File: src/rtl/mem_arbiter_pkg.sv
// Shared encodings and sizing helpers for the unified-memory arbiter.
package mem_arbiter_pkg;

  // Latency counter covers LAT up to 15
  localparam int unsigned CNT_W = 4;

  typedef enum logic {
    ARB_IDLE = 1'b0,
    ARB_WAIT = 1'b1
  } arb_state_e;

  typedef enum logic {
    OWN_IF = 1'b0,
    OWN_DM = 1'b1
  } arb_owner_e;

  // Bits needed to count 0..max_v, never less than one
  function automatic int unsigned streak_width(input int unsigned max_v);
    return (max_v < 1) ? 1 : $clog2(max_v + 1);
  endfunction

endpackage

File: src/rtl/arb_prio.sv
// Fixed data-over-fetch priority with a starvation override for fetch.
module arb_prio (
  input  logic if_req,
  input  logic dm_req,
  input  logic starve,
  output logic pick_if,
  output logic pick_dm
);

  // Data belongs to the older instruction unless fetch has waited too long
  always_comb begin
    pick_dm = dm_req && !(starve && if_req);
    pick_if = if_req && !pick_dm;
  end

endmodule

File: src/rtl/mem_arbiter.sv
// Shares one single-ported memory between fetch and load/store with
// fixed read latency and a starvation guard for fetch.
module mem_arbiter
  import mem_arbiter_pkg::*;
#(
  parameter int unsigned AW         = 8,
  parameter int unsigned DW         = 16,
  parameter int unsigned LAT        = 2,
  parameter int unsigned STARVE_MAX = 3
) (
  input  logic          clk,
  input  logic          rst,
  input  logic          if_req,
  input  logic [AW-1:0] if_addr,
  output logic          if_gnt,
  output logic          if_rvalid,
  output logic [DW-1:0] if_rdata,
  input  logic          dm_req,
  input  logic          dm_we,
  input  logic [AW-1:0] dm_addr,
  input  logic [DW-1:0] dm_wdata,
  output logic          dm_gnt,
  output logic          dm_rvalid,
  output logic [DW-1:0] dm_rdata,
  output logic          mem_en,
  output logic          mem_we,
  output logic [AW-1:0] mem_addr,
  output logic [DW-1:0] mem_wdata,
  input  logic [DW-1:0] mem_rdata
);

  localparam int unsigned SW = streak_width(STARVE_MAX);
  localparam logic [SW-1:0]    STREAK_MAX = SW'(STARVE_MAX);
  localparam logic [CNT_W-1:0] CNT_LOAD   = CNT_W'(LAT - 1);

  arb_state_e       state;
  arb_owner_e       owner;
  logic [CNT_W-1:0] cnt;
  logic [SW-1:0]    streak;

  logic starve;
  logic pick_if;
  logic pick_dm;
  logic idle;
  logic gnt_if;
  logic gnt_dm;
  logic rd_done;

  assign starve = (streak == STREAK_MAX);

  arb_prio u_arb_prio (
    .if_req  (if_req),
    .dm_req  (dm_req),
    .starve  (starve),
    .pick_if (pick_if),
    .pick_dm (pick_dm)
  );

  // Grants only from IDLE; reset masks every strobe even mid-read
  always_comb begin
    idle    = (state == ARB_IDLE) && !rst;
    gnt_if  = idle && pick_if;
    gnt_dm  = idle && pick_dm;
    rd_done = (state == ARB_WAIT) && (cnt == '0) && !rst;
  end

  always_comb begin
    if_gnt    = gnt_if;
    dm_gnt    = gnt_dm;
    mem_en    = gnt_if || gnt_dm;
    mem_we    = gnt_dm && dm_we;
    mem_addr  = pick_if ? if_addr : dm_addr;
    mem_wdata = dm_wdata;
    if_rvalid = rd_done && (owner == OWN_IF);
    dm_rvalid = rd_done && (owner == OWN_DM);
    if_rdata  = mem_rdata;
    dm_rdata  = mem_rdata;
  end

  always_ff @(posedge clk) begin
    if (rst) begin
      state  <= ARB_IDLE;
      owner  <= OWN_IF;
      cnt    <= '0;
      streak <= '0;
    end else begin
      case (state)
        ARB_IDLE: begin
          // Writes complete in the grant cycle; only reads occupy WAIT
          if (gnt_if || (gnt_dm && !dm_we)) begin
            state <= ARB_WAIT;
            cnt   <= CNT_LOAD;
            owner <= gnt_if ? OWN_IF : OWN_DM;
          end
        end
        ARB_WAIT: begin
          if (cnt == '0) begin
            state <= ARB_IDLE;
          end else begin
            cnt <= cnt - 1'b1;
          end
        end
        default: state <= ARB_IDLE;
      endcase

      // Count data wins that left fetch waiting
      if (gnt_if) begin
        streak <= '0;
      end else if (gnt_dm) begin
        if (!if_req) begin
          streak <= '0;
        end else if (!starve) begin
          streak <= streak + SW'(1);
        end
      end
    end
  end

endmodule

File: config.mk
export PLATFORM = sky130hd
export DESIGN_NAME = mem_arbiter
export DESIGN_NICKNAME = d
export VERILOG_FILES = /design/src/rtl/mem_arbiter_pkg.sv /design/src/rtl/arb_prio.sv /design/src/rtl/mem_arbiter.sv
export SDC_FILE = /design/constraint.sdc
export NUM_CORES = 1
export LEC_CHECK = 0
export CORE_MARGIN = 4
export CORE_UTILIZATION = 38
export DETAILED_ROUTE_END_ITERATION = 6
export DONT_BUFFER_PORTS = 1
export GPL_TIMING_DRIVEN = 1
export PLACE_DENSITY = 0.5
export SLEW_MARGIN = 10
export SYNTH_ARGS = -nofsm -noshare
export SYNTH_HDL_FRONTEND = slang
export SYNTH_SLANG_ARGS = --single-unit
File: constraint.sdc
create_clock -name clk -period 1.8 [get_ports clk]
set_input_delay 0.36 -clock clk [delete_from_list [all_inputs] [get_ports clk]]
set_output_delay 0.36 -clock clk [all_outputs]
set_load 0.05 [all_outputs]
==> results.json, run 1 <==
{
  "reg2reg_slack_ns": 0.25,
  "crit_path_max_incr_delay_ns": 0.32,
  "relSlewSlack_pct": 69.8,
  "ctsHoldBuffers": 0,
  "drtAntennaViolNets": 0,
  "start_util_pct": 39.4,
  "yosysWarnings": 0,
  "final_core_util_pct": 37.1,
  "cts_buffer_depth": 2,
  "setup_slack_ns": -0.0492,
  "synth_top_area_share_pct": 38.0,
  "max_cap_viol_count": 0,
  "total_leakage_power_nw": 0.377,
  "peakVddDrop_v": 0.000447,
  "setup_tns_ns": -0.0842,
  "fmax_mhz": 541,
  "fin_nets": 138,
  "clk_pin_slew_ns": 0.06,
  "wire_per_inst_microns": 18.3,
  "synth-seq-cells": 8,
  "crit_start": "cnt[1]",
  "clk_latency_ns": 0.26,
  "yosys.area.top_type": "buf_4",
  "first_pass_iters": 4,
  "core_sq_um": 2450,
  "area_delta_synth_final_pct": -5.95,
  "path_max_fanout": 4,
  "synth_flop_cell": "dfxtp_1",
  "endpoint_kind": "output port",
  "hold_path.class": "input port to register",
  "gp_congestion": 0.730,
  "synth_seq_area_share_pct": 16.6,
  "finalHoldViolCount": 0,
  "ff2ff_path_depth": 5,
  "cts_tree": "built",
  "synth-async-reset-ratio_pct": 0,
  "syn_inst": 114,
  "path_class": "register to output port",
  "outcome": "finished with violations",
  "skew_ns": 0.00295,
  "grt_usage_pct": 11.8,
  "drt_iter0_drc": 14,
  "syn_nets": 169,
  "chipWidth_microns": 58.5,
  "port_buffers": 0,
  "grt_pass1_vias": 655,
  "path_cells": "inv_2, ha_4, nor3b_4, nand2_2, nor3b_2, buf_6",
  "cp.arrival_ns": 1.49,
  "reg2reg_from": "streak[0]",
  "power-per-cell-area_nw_per_um2": 752,
  "clock_sinks": 8,
  "ios": 115,
  "reg2reg_to": "cnt[0]",
  "grt_pass1_wl_microns": 3190,
  "worst_pin_slew_ns": 0.453,
  "h-tree-depth": 1,
  "yosys-top-cells-area": "buf_4, dfxtp_1, mux2_2, ha_1, nor3_1",
  "cts-root-buf": "clkbuf_4",
  "syn_area_sq_um": 967,
  "crit_end": "dm_rvalid",
  "drive_gt1_share_pct": 58.0,
  "rsz0062_at_grt": "true",
  "cts_buffers": 3,
  "gr-total-overflow": 0,
  "dr_total_vias": 607,
  "yosysUniqueCellTypes": 30,
  "diodes": 0,
  "min_period_over_period_pct": 103,
  "die_h_microns": 58.5,
  "cp-start-kind": "register",
  "cpMaxStageDelayCell": "dfxtp_2",
  "wirelength_microns": 2030,
  "dieArea_sq_um": 3420,
  "num_rows": 18,
  "grt_max_degree": 13,
  "antenna_found_initial": 0,
  "syn_area_per_cell_sq_um": 8.48,
  "setup_viol": 2,
  "drc": 0,
  "crit_required_ns": 1.44,
  "synth_edf_count": 0,
  "violations": "negative setup slack",
  "post-route-min-period_ns": 1.85,
  "post-dp-hpwl_microns": 1330,
  "drv_slew": 0,
  "viasPerCell": 5.47
}
[power breakdown]
group / switching, mW / total, mW / internal [mW]
Sequential: 0.0180 / 0.214 / 0.196
Combinational: 0.186 / 0.326 / 0.140
Clock: 0.0669 / 0.144 / 0.0767
Total: 0.271 / 0.684 / 0.413
[worst max-delay path: cells and delay by family (launching register included)]
family | cells | cell delay, ns
AND/OR/NAND/NOR | 3 | 0.51
flip-flops | 1 | 0.32
adder cells (fa/ha/maj) | 1 | 0.15
buffers and inverters | 2 | 0.25
[routing by layer]
layer | share of wire, % | global-route usage (%) | vias up
met3 | 12 | 6.36 | 11
met2 | 48 | 16.7 | 35
li1 | - | - | 282
met4 | 1.9 | 6.95 | 0
met1 | 39 | 14.0 | 279
met5 | 0 | 0 | -
[cells by family (layout without fill, tap and decap cells)]
logic type / after synthesis / in the layout / share of synthesized area [%]
multiplexers: 8 / 8 / 9.31
flip-flops: 8 / 8 / 16.6
AO/OA/AOI/OAI: 13 / 13 / 12.8
buffers and inverters: 56 / 22 / 40.7
adder cells (fa/ha/maj): 2 / 2 / 2.59
AND/OR/NAND/NOR: 27 / 28 / 18.0
[repair_timing]
item | CTS | global route
endpoints found under the hold margin | 0 | 0
endpoints found under the setup margin | 10 | 12
buffers inserted | 4 | 0
gates cloned | 1 | 0
gates resized for setup | 22 | 5
pin swaps | 5 | 3
[synthesized netlist by cell type, drive strengths merged, types with 2 or more instances]
cell,instances
a311o,2
and2,2
and3,2
and4b,2
buf,49
dfxtp,8
ha,2
inv,6
mux2,8
nand2,5
nor2,4
nor3,5
nor3b,2
o21a,3
[cell type report]
cell class / count / area [sq um]
Sequential cell: 8 / 165
Multi-Input combinational cell: 51 / 528
Fill cell: 254 / 1550
Timing Repair Buffer: 13 / 134
Tap cell: 30 / 37.5
Clock buffer: 3 / 22.5
Inverter: 6 / 22.5
[sequential cells by signal (all words and copies together) (netlist names)]
name / flops
cnt: 4
owner: 1
state: 1
streak: 2
[stage by stage]
step | hold WS (ns) | power (mW) | setup WS (ns) | std cells | instance area (sq um)
after floorplan | 0.456 | 0.708 | -0.194 | 114 | 988
after global placement | 0.438 | 0.478 | 0.0892 | 103 | 747
final | 0.166 | 0.684 | -0.0492 | 111 | 910
after detailed placement | 0.440 | 0.479 | 0.0645 | 103 | 747
after global routing | 0.149 | 0.727 | -0.149 | 111 | 910
after CTS | 0.166 | 0.674 | -0.0626 | 111 | 880
[cell usage in the layout, fill, tap and decap left out, types with 3 or more instances in the layout]
| master | synthesis | routed |
|---|---|---|
| mux2_4 | 0 | 8 |
| buf_4 | 49 | 8 |
| nor2_1 | 4 | 4 |
| inv_1 | 6 | 4 |
| dfxtp_2 | 0 | 4 |
| dfxtp_1 | 8 | 4 |
| nand2_1 | 4 | 3 |
| nor3_1 | 5 | 3 |
| o21a_1 | 3 | 3 |
| clkbuf_4 | 0 | 3 |
| buf_6 | 0 | 3 |
[worst min-delay path by stage]
stage                     slack, ns   endpoint      start  cells past startpoint
after floorplan                0.46  streak[1]  streak[1]                      2
after global placement         0.44      state        rst                      1
after detailed placement       0.44      state        rst                      1
after CTS                      0.17      state        rst                      1
after global routing           0.15      state        rst                      1
final                          0.17      state        rst                      1
Note: power is estimated with default switching activity, not from simulation.
==> run 2, diff against run 1 <==
Settings changed: REMOVE_ABC_BUFFERS from default to 1.
==> run 2 against run 1 <==
The flow now finishes without violations. Setup slack improved by 0.064 ns. Flip-flop and latch count did not move. Core utilization shrank 0.66 points. First-iteration DRC count increased by 57%. Cell area fell by 1.8%. Critical path depth is the same. Global-route usage grew 7.4 points. Via count grew 11%. Sequential power about the same. Wire length increased by 63%. Critical path type unchanged.
==> results.json, run 2 (synthesis gave the netlist of run 1 again) <==
{
  "outcome": "completed",
  "fmax_mhz": 560,
  "cp.arrival_ns": 1.43,
  "final_core_util_pct": 36.4,
  "cts-root-buf": "clkbuf_4",
  "place_inst": 103,
  "gp_congestion": 0.711,
  "die_h_microns": 58.5,
  "crit_required_ns": 1.44,
  "wire_per_inst_microns": 29.6,
  "worst_pin_slew_ns": 0.469,
  "cts_buffers": 3,
  "grt_usage_pct": 19.3,
  "hold_ws_ns": 0.179,
  "port_buffers": 0,
  "cts_tree": "built",
  "first_pass_iters": 4,
  "hold_path.class": "input port to register",
  "min_period_over_period_pct": 99.2,
  "area_delta_synth_final_pct": -7.63,
  "clk_pin_slew_ns": 0.05,
  "grt_pass1_vias": 728,
  "finalNonFillerCells": 112,
  "path_class": "register to output port",
  "clk_latency_ns": 0.25,
  "drt_iter0_drc": 22,
  "wirelength_microns": 3320,
  "setup_viol": 0,
  "power-per-cell-area_nw_per_um2": 758,
  "peakVddDrop_v": 0.000310,
  "setup_slack_ns": 0.0149,
  "skew_ns": 0.00307,
  "largest_reg_flops": 4,
  "dr_total_vias": 672,
  "finalHoldViolCount": 0,
  "ctsHoldBuffers": 0,
  "drc": 0,
  "final_cell_mix": "buf_4, mux2_4",
  "path_max_fanout": 2,
  "reg_top3": "cnt: 4 flops, streak: 2 flops",
  "grt_max_degree": 13,
  "core_sq_um": 2450,
  "cp-start-kind": "register",
  "antenna_found_initial": 0,
  "drive_gt1_share_pct": 59.8,
  "multi_input_area_sq_um": 520,
  "endpoint_kind": "output port",
  "regMostFlops": "cnt",
  "seqCellArea_sq_um": 165,
  "gr-total-overflow": 0,
  "clock_sinks": 8,
  "h-tree-depth": 1,
  "post-dp-hpwl_microns": 2700,
  "grt_pass1_wl_microns": 4550,
  "diodes": 0,
  "drv_slew": 0,
  "ios": 115,
  "drtAntennaViolNets": 0,
  "cts_buffer_depth": 2,
  "fill_cells": 251,
  "setup_tns_ns": 0,
  "final_common_cell": "buf_4",
  "total_leakage_power_nw": 0.377,
  "num_rows": 18,
  "viasPerCell": 6.00,
  "rsz0062_at_grt": "true",
  "chipWidth_microns": 58.5,
  "relSlewSlack_pct": 68.7,
  "pre_cts_ws_ns": 0.0610,
  "max_cap_viol_count": 0,
  "start_util_pct": 39.4,
  "post-route-min-period_ns": 1.79,
  "dieArea_sq_um": 3420,
  "fin_nets": 139
}
## run 2: routing by layer
layer / up-vias / routed length, microns / global-route usage, % / part of all wire, %
met5: - / 0 / 0 / 0
met4: 0 / 13 / 4.97 / 0.39
met3: 2 / 919 / 24.6 / 28
met2: 73 / 1210 / 22.5 / 37
met1: 313 / 1170 / 20.7 / 35
li1: 284 / - / - / -
## run 2: final cells by class
type	instances	share of cell area, %
Inverter	6	2.52
Multi-Input combinational cell	51	58.3
Tap cell	30	4.20
Sequential cell	8	18.5
Timing Repair Buffer	14	14.0
Clock buffer	3	2.52
## run 2: path summary, 6_finish.rpt
check	startpoint	end	slack, ns	cells past startpoint
min reg2reg	owner	owner	0.47	2
min	rst	state	0.18	1
max	cnt[1]	dm_rvalid	0.01	6
max reg2reg	streak[1]	cnt[1]	0.24	5
## run 2: critical path, cell delays in order, from the launching register on
cell and delay [ns]:
dfxtp_2 0.32, inv_2 0.06, ha_4 0.12, nor3b_4 0.20, nand2_2 0.09, nor3b_2 0.19, buf_6 0.18
## run 2: metrics by stage
stage               total power, mW  instance area, sq um
floorplan                     0.409                   596
global placement              0.469                   728
detailed placement            0.469                   728
CTS                           0.668                   862
global route                  0.714                   893
finish                        0.677                   893
## run 2: power by group
| group | total (mW) | switching, mW | leakage [nW] | internal [mW] |
|---|---|---|---|---|
| registers | 0.214 | 0.0179 | 0.0671 | 0.196 |
| clock network | 0.139 | 0.0623 | 0.0138 | 0.0764 |
| logic | 0.324 | 0.182 | 0.296 | 0.142 |
## run 2: timing repair
item                                    4_1_cts  5_1_grt
gates resized for setup                      22        4
setup buffers                                 4        1
endpoints found under the setup margin       11       11
cloned                                        1        0
pin swaps                                     3        4
hold endpoints to repair                      0        0
